$ cat config.mk
export PLATFORM = sky130hd
export DESIGN_NAME = fifo_wr_arbiter
export DESIGN_NICKNAME = d
export VERILOG_FILES = /design/src/rtl/fifo_wr_arbiter_pkg.sv /design/src/rtl/fifo_wr_arbiter_rr_arbiter.sv /design/src/rtl/fifo_wr_arbiter.sv
export SDC_FILE = /design/constraint.sdc
export NUM_CORES = 1
export LEC_CHECK = 0
export BUFFER_PORTS_ARGS = -buffer_cell sky130_fd_sc_hd__buf_4
export CORE_MARGIN = 1
export CORE_UTILIZATION = 43
export DETAILED_ROUTE_END_ITERATION = 10
export PLACE_DENSITY_LB_ADDON = 0.12
export SETUP_SLACK_MARGIN = 0.4
export SLEW_MARGIN = 20
export SYNTH_ARGS = -nofsm -noshare
export SYNTH_HDL_FRONTEND = slang
export SYNTH_HIERARCHICAL = 1
export SYNTH_SLANG_ARGS = --single-unit
$ cat constraint.sdc
create_clock -name w_clk -period 2 [get_ports w_clk]
set_clock_uncertainty 0.15 [all_clocks]
set_input_delay 0.4 -clock w_clk [delete_from_list [all_inputs] [get_ports w_clk]]
set_output_delay 0.4 -clock w_clk [all_outputs]
set_load 0.02 [all_outputs]
$ cat src/rtl/fifo_wr_arbiter_pkg.sv
// Shared definitions for the async-FIFO write side.
//   - wr_state_e : write arbiter FSM state encoding (IDLE / LOCKED)
//   - DEF_*      : default parameter values for fifo_wr_arbiter
package fifo_wr_arbiter_pkg;

  localparam int DEF_DATA_WIDTH = 8;
  localparam int DEF_NUM_REQ    = 2;
  localparam int DEF_MAX_FRAME  = 16;

  typedef enum logic [0:0] {
    ST_IDLE   = 1'b0,
    ST_LOCKED = 1'b1
  } wr_state_e;

endpackage

$ cat src/rtl/fifo_wr_arbiter_rr_arbiter.sv
// Combinational round-robin selector.
//   req     : request vector, one bit per requester
//   ptr     : highest-priority requester index
//   gnt_idx : first requesting index at or after ptr (wrapping)
//   gnt_any : high when any request bit is set
module rr_arbiter #(
  parameter int N     = 2,
  parameter int IDX_W = $clog2(N)
) (
  input  logic [N-1:0]     req,
  input  logic [IDX_W-1:0] ptr,
  output logic [IDX_W-1:0] gnt_idx,
  output logic             gnt_any
);

  int cand;

  // Walk offsets from the farthest to the nearest so the candidate closest
  // to ptr is written last and therefore wins.
  always_comb begin
    gnt_idx = '0;
    gnt_any = 1'b0;
    cand    = 0;
    for (int k = N - 1; k >= 0; k--) begin
      cand = int'(ptr) + k;
      if (cand >= N) begin
        cand = cand - N;
      end
      if (req[cand[IDX_W-1:0]]) begin
        gnt_idx = cand[IDX_W-1:0];
        gnt_any = 1'b1;
      end
    end
  end

endmodule

$ cat src/rtl/fifo_wr_arbiter.sv
// Frame-locked round-robin write arbiter in front of an async FIFO.
// Ports:
//   w_clk, w_rst_n : write clock, asynchronous active-low reset
//   req_valid/req_data/req_last/req_ready : per-requester beat handshake
//   w_full  : FIFO full flag
//   w_inc, w_data : registered FIFO write request / data
//   grant_id, busy : current owner and LOCKED indicator
//   frame_err : one-cycle pulse when a frame is cut at MAX_FRAME beats
module fifo_wr_arbiter
  import fifo_wr_arbiter_pkg::*;
#(
  parameter int DATA_WIDTH = DEF_DATA_WIDTH,
  parameter int NUM_REQ    = DEF_NUM_REQ,
  parameter int MAX_FRAME  = DEF_MAX_FRAME
) (
  input  logic                          w_clk,
  input  logic                          w_rst_n,
  input  logic [NUM_REQ-1:0]            req_valid,
  input  logic [NUM_REQ*DATA_WIDTH-1:0] req_data,
  input  logic [NUM_REQ-1:0]            req_last,
  output logic [NUM_REQ-1:0]            req_ready,
  input  logic                          w_full,
  output logic                          w_inc,
  output logic [DATA_WIDTH-1:0]         w_data,
  output logic [$clog2(NUM_REQ)-1:0]    grant_id,
  output logic                          busy,
  output logic                          frame_err
);

  localparam int IDX_W = $clog2(NUM_REQ);
  localparam int CNT_W = $clog2(MAX_FRAME + 1);
  localparam logic [IDX_W-1:0] LAST_IDX  = IDX_W'(NUM_REQ - 1);
  localparam logic [CNT_W-1:0] FINAL_CNT = CNT_W'(MAX_FRAME - 1);

  wr_state_e             state_q, state_d;
  logic [IDX_W-1:0]      grant_q, grant_d;
  logic [IDX_W-1:0]      ptr_q, ptr_d;
  logic [CNT_W-1:0]      cnt_q, cnt_d;
  logic                  w_inc_q, w_inc_d;
  logic [DATA_WIDTH-1:0] w_data_q, w_data_d;
  logic                  frame_err_q, frame_err_d;

  logic [DATA_WIDTH-1:0] beat_data [NUM_REQ];
  logic [IDX_W-1:0]      arb_idx;
  logic                  arb_any;
  logic                  slot_free;
  logic                  xfer;
  logic                  at_limit;
  logic                  frame_end;

  rr_arbiter #(
    .N     (NUM_REQ),
    .IDX_W (IDX_W)
  ) u_rr (
    .req     (req_valid),
    .ptr     (ptr_q),
    .gnt_idx (arb_idx),
    .gnt_any (arb_any)
  );

  always_comb begin
    for (int i = 0; i < NUM_REQ; i++) begin
      beat_data[i] = req_data[i*DATA_WIDTH +: DATA_WIDTH];
    end
  end

  // The output register can take a new word when it is empty or is being
  // drained into the FIFO this cycle.
  assign slot_free = !w_inc_q || !w_full;
  assign xfer      = (state_q == ST_LOCKED) && req_valid[grant_q] && slot_free;
  assign at_limit  = (cnt_q == FINAL_CNT);
  assign frame_end = xfer && (req_last[grant_q] || at_limit);

  // State register
  always_ff @(posedge w_clk or negedge w_rst_n) begin
    if (!w_rst_n) begin
      state_q     <= ST_IDLE;
      grant_q     <= '0;
      ptr_q       <= '0;
      cnt_q       <= '0;
      w_inc_q     <= 1'b0;
      w_data_q    <= '0;
      frame_err_q <= 1'b0;
    end else begin
      state_q     <= state_d;
      grant_q     <= grant_d;
      ptr_q       <= ptr_d;
      cnt_q       <= cnt_d;
      w_inc_q     <= w_inc_d;
      w_data_q    <= w_data_d;
      frame_err_q <= frame_err_d;
    end
  end

  // Next-state logic
  always_comb begin
    state_d     = state_q;
    grant_d     = grant_q;
    ptr_d       = ptr_q;
    cnt_d       = cnt_q;
    w_inc_d     = w_inc_q;
    w_data_d    = w_data_q;
    frame_err_d = 1'b0;

    case (state_q)
      ST_IDLE: begin
        if (arb_any) begin
          state_d = ST_LOCKED;
          grant_d = arb_idx;
          cnt_d   = '0;
        end
      end
      ST_LOCKED: begin
        if (xfer) begin
          cnt_d = cnt_q + CNT_W'(1);
          if (frame_end) begin
            state_d     = ST_IDLE;
            cnt_d       = '0;
            ptr_d       = (grant_q == LAST_IDX) ? '0 : grant_q + IDX_W'(1);
            frame_err_d = !req_last[grant_q];
          end
        end
      end
      default: state_d = ST_IDLE;
    endcase

    // A pending word keeps draining independent of the FSM state, so a
    // word accepted on the final beat is still written after IDLE.
    if (xfer) begin
      w_inc_d  = 1'b1;
      w_data_d = beat_data[grant_q];
    end else if (w_inc_q && !w_full) begin
      w_inc_d = 1'b0;
    end
  end

  // Outputs
  always_comb begin
    req_ready = '0;
    if (state_q == ST_LOCKED) begin
      req_ready[grant_q] = slot_free;
    end
    busy = (state_q == ST_LOCKED);
  end

  assign w_inc     = w_inc_q;
  assign w_data    = w_data_q;
  assign grant_id  = grant_q;
  assign frame_err = frame_err_q;

endmodule

# [Word-level counts from Yosys, hierarchy flattened]
# Index checks and enable logic that the tools add are counted.
[totals] register_bits=18 output_inout_bits=14 in_bits=23 wordCells=73
[op_classes] eq_ne=3 order_cmp=7 n_reduce_logical=14 n_mux=34 bitwise=3 add_sub_neg=5
[ops] op="$mux 1" n=24
[ops] op="$mux 8" n=3
[ops] op="$mux 5" n=3
[ops] op="$pmux 5 s2" n=1
[ops] op="$lt 1x2->1 const B" n=3
[ops] op="$add 5x1->5 const B" n=1
[ops] op="$eq 5x4->1 const B" n=1
[ops] op="$logic_and 1x1->1" n=5
[ops] op="$ge 2x2->1 const B" n=2
[ops] op="$reduce_and 2->1" n=2
[ops] op="$logic_not 1->1" n=3
[ops] op="$reduce_and 3->1" n=1
[ops] op="$add 1x1->2 const B" n=1
[ops] op="$and 2x2->2" n=1
[ops] op="$ge 1x2->1 const B" n=1
[ops] op="$logic_or 1x1->1" n=2
[ops] op="$mux 2" n=1
[ops] op="$ne 2x1->1 const B" n=1
[ops] op="$ne 2x2->1 const B" n=1
[ops] op="$not 1->2" n=1
[ops] op="$pmux 1 s2" n=1
[ops] op="$reduce_bool 2->1" n=1
[ops] op="$sub 1x1->1 const B" n=2
[ops] op="$add 1x1->1 const B" n=1
[ops] op="other kinds (3)" n=3

# [Logic depth before layout (Yosys ltp)]
[depth] word_depth=9 depth_mapped=7 ltp_nobuf=7

# [Hierarchy]
# Netlist, hierarchy kept.
[by_module_without_submodules] module="fifo_wr_arbiter" n_inst=1 area_per_inst_um2=944.7 cells_each=88 seq_area_each_um2=450.4
[by_module_without_submodules] module="rr_arbiter" n_inst=1 area_per_inst_um2=17.5 cells_each=3 seq_area_each_um2=0.0

# [Least setup slack after synthesis]
# OpenSTA, ideal clock, no wires.
[synth_timing] path_kind="register -> register" from="register cnt_q[0]" to="register cnt_q[3]" setup_slack_ns=0.018 synth_period_minus_slack_ns=1.982 setup_time_ns=0.080 stages_incl_launch_ff=8 t_required_ns=1.770 arrival_ns=1.752 path_buffers=0 path_cell_list="dfrtp_1 > ha_1 > and3_1 > ha_1 > nor2b_1 > nand4_4 > or3_1 > o211ai_2"
[synth_between] elab_chain_cells=6 elab_cells_between_ends=7 cone_classes="add/sub: 1; eq/ne: 1; mux: 3; reduce/logical: 2"
[synth_rtl] item="from (decl)" line_no="fifo_wr_arbiter.sv:38" source="logic [CNT_W-1:0] cnt_q, cnt_d;"
[synth_rtl] item="from (signal assigned)" line_no="fifo_wr_arbiter.sv:88" source="cnt_q <= cnt_d;"
[synth_rtl] item="parallel branches: the longest is 3 deep, another holds $add 5x1->5"
[synth_rtl] item="$mux 5 (*)" line_no="fifo_wr_arbiter.sv:116" source="if (frame_end) begin"
[synth_rtl] item="$mux 5 (*)" line_no="fifo_wr_arbiter.sv:114" source="if (xfer) begin"
[synth_rtl] item="$pmux 5 s2 (*)" line_no="fifo_wr_arbiter.sv:105" source="case (state_q)"
# Every way passes the cells marked *. The select of a mux whose other input is x is not followed.
# A chain may end at the register's enable or synchronous reset.

# [Final worst setup path]
# Same ends and word-level chain as after synthesis.

==> results.rst <==
.. list-table::
   :header-rows: 1

   * - Metric
     - Value
   * - Status
     - completed
   * - Launching element type of the critical path
     - flip-flop
   * - Number of buffers created by CTS
     - 3
   * - Area share of the leading cell type in the synthesized netlist
     - 0.468
   * - Sink Count
     - 18
   * - Number of storage elements in the synthesis netlist
     - 18
   * - Post-synthesis net count
     - approximately 120
   * - Die extent in y
     - ~49 um
   * - Via count of the routed design
     - approximately 900
   * - Cell area after technology mapping
     - a little under 1000 um^2
   * - Synthesis-to-finish area growth
     - 57.5%
   * - Number of remaining DRC errors
     - 0
   * - Fin crit share
     - 0.880
   * - RSZ-0062 raised after global routing
     - true
   * - Number of H-tree branching levels
     - 1
   * - Starting density of the core
     - 0.471
   * - Library cell used as clock root buffer
     - clkbuf_4
   * - Max clock buf depth
     - 2
   * - Leakage
     - 0.759 nW
   * - Remaining global-route overflow
     - 0
   * - Avg WL per Cell
     - between 10 and 15 um
   * - Total power density per cell area
     - 1390 nW/um^2
   * - Global router's overall resource usage
     - 0.217
   * - Most area-hungry cell type in the Yosys netlist
     - dfrtp_1
   * - Ports placed on the boundary
     - 37
   * - Start-to-end type of the worst setup path
     - reg -> reg
   * - Number of antenna violations at the first check in global routing
     - 0
   * - Routed Antenna Nets
     - 0
   * - Max transition margin
     - 0.814
   * - Number of diodes
     - 0
   * - Worst path arrival time
     - 1840 ps
   * - Min Tclk post-route
     - around 1800 ps
   * - Synth top area cells
     - dfrtp_1, mux2i_1, o21ai_0
   * - Placed insts
     - approximately 150
   * - Worst path required time
     - around 2100 ps
   * - Mean instance size in the synthesized netlist
     - roughly 11 um^2
   * - Cell variety after synth
     - 32
   * - Number of standard cells in the layout, taps in and fillers out
     - approximately 180
   * - Wire length of the first global-routing pass
     - 3950 um
   * - Number of hold-slack violations in the final timing report
     - 0
   * - Transition time of the tightest slew-check pin
     - roughly 280 ps
   * - Final weighted congestion of routability-driven global placement
     - roughly 0.76
   * - Sum of internal, switching and leakage power
     - around 2.1 mW
   * - Final Net Count
     - roughly 170
   * - Count of pins over their slew limit
     - 0
   * - CTS tree
     - done
   * - Vias per inst
     - 5.06
   * - Ratio of cells with drive above 1 in the final layout
     - 0.547
   * - Maximum Capacitance Violations
     - 0
   * - Commonest non-fill, non-tap cell in the layout
     - buf_4
   * - Clock latency at the later pin of the worst-skew pair
     - ~300 ps
   * - Worst-path clk slew
     - about 110 ps
   * - Core Footprint
     - between 2000 and 2500 um^2
   * - Highest-count cells in the layout ignoring fill and taps
     - buf_4, dfrtp_1, nand2_1, mux2i_1, o21ai_0
   * - Share of the yosys chip area belonging to registers
     - 0.468
   * - DRT iter0 DRCs
     - 7
   * - Synthesized netlist cell count
     - 91
   * - Max Clock Freq
     - between 500 and 600 MHz
   * - Endpoint type of the worst setup path
     - flip-flop
   * - Yosys warning total
     - 6
   * - Row count
     - 16
   * - IR Drop Worst-Case VDD
     - a little under 0.0009 V
   * - Maximum number of pins on one net before global-route repair
     - 19
   * - Worst min-delay path class
     - in -> reg
   * - Buffers on Ports
     - 36
   * - Vias in the first global route
     - 891
   * - Drt total wl
     - roughly 2400 um
   * - Die boundary width
     - approximately 49 um
   * - Die ar.
     - between 2000 and 2500 um^2
   * - 1st-pass router iterations
     - 4
   * - Top fanout value on the critical path
     - 3
   * - Endpoints failing setup
     - 0
   * - Setup_tns
     - 0 ps
   * - Final HPWL DP
     - 1550 um
[metrics by stage]
stage | area [um^2] | utilization | hold slack (ps) | setup WS [ps]
2_1_floorplan | 998 | - | -45.6 | 278
3_3_place_gp | 1290 | 0.632 | 132 | 244
3_5_place_dp | 1290 | 0.632 | 136 | 195
4_1_cts | 1430 | 0.701 | 207 | 222
5_1_grt | 1520 | 0.742 | 224 | 179
6_report | 1520 | 0.742 | 228 | 240
[kinds of logic after synthesis]
kind of cell	Yosys count	synth area share
DFF	18	0.468
AOI/OAI and AO/OA	22	0.160
muxes	11	0.134
buffers and inverters	8	0.0429
adders and majority gates	2	0.0260
and+or+nand+nor	30	0.169
[power breakdown]
part,leakage [nW],switching (mW),total (mW),internal (mW)
clock network,0.0150,0.116,0.193,0.0777
logic,0.523,0.624,1.29,0.666
registers,0.221,0.109,0.622,0.513
[Yosys cell counts]
library cell,n
dfrtp_1,18
nand2_1,14
o21ai_0,14
mux2i_1,8
inv_1,5
nor2b_1,3
ha_1,2
nand3_1,2
nor2_1,2
a21boi_1,1
a21boi_4,1
a21oi_1,1
a22o_1,1
a31oi_1,1
and2_1,1
and2b_1,1
and3_1,1
buf_4,1
buf_6,1
clkbuf_1,1
mux2_2,1
mux2_4,1
mux2i_4,1
nand2_2,1
nand3b_1,1
nand4_4,1
o211ai_2,1
o21ai_2,1
o311ai_2,1
or2_1,1
or2_2,1
or3_1,1
[worst max-delay path, cell delays in order (launching register included)]
cell	delay (ps)
dfrtp_1	410
ha_2	190
and3_4	150
ha_4	160
nor2b_4	120
nand4_4	90
or3_4	350
o211ai_2	60
[registers in the layout, summed over array words and instances, names as in the netlist]
signal / count
grant_id: 1
cnt_q: 5
busy: 1
w_data: 8
w_inc: 1
frame_err: 1
ptr_q: 1
[layer usage]
metal / wire length, um / vias to the layer above / share of wire / track usage
li1: - / 432 / - / -
met1: 1020 / 422 / 0.43 / 0.247
met2: 1230 / 27 / 0.52 / 0.374
met3: 87 / 5 / 0.037 / 0.0467
met4: 42 / 0 / 0.018 / 0.118
met5: 0 / - / 0 / 0
[what timing repair did]
item                                   4_1_cts  5_1_grt
hold buffers                                 1        0
setup endpoints to repair                   11       13
pin swaps                                    7        4
endpoints found under the hold margin       18        0
resized for setup                           11       11
buffers inserted                            11        6
[final cells by class]
| type | count | area [um^2] |
|---|---|---|
| inverters | 5 | 18.8 |
| repair buffers | 56 | 457 |
| flip-flops and latches | 18 | 453 |
| multi-input cells | 65 | 527 |
| clock buffers | 4 | 26.3 |
| fillers | 155 | 527 |
| well taps | 27 | 33.8 |
[path summary, 6_finish.rpt]
kind / from / endpoint / slack [ps] / cells past startpoint
setup / recovery: cnt_q[0]$_DFFE_PN0P_ / cnt_q[3]$_DFFE_PN0P_ / 240 / 7
min in group asynchronous: w_rst_n / cnt_q[4]$_DFFE_PN0P_ / 350 / 2
max in group asynchronous: w_rst_n / grant_id$_DFFE_PN0P_ / 1130 / 2
hold / removal: w_full / w_inc$_DFFE_PN0P_ / 230 / 2
hold reg to reg: cnt_q[4]$_DFFE_PN0P_ / cnt_q[4]$_DFFE_PN0P_ / 340 / 2
setup reg to reg: cnt_q[0]$_DFFE_PN0P_ / cnt_q[3]$_DFFE_PN0P_ / 240 / 7
Power figures use the tool's default switching activity.
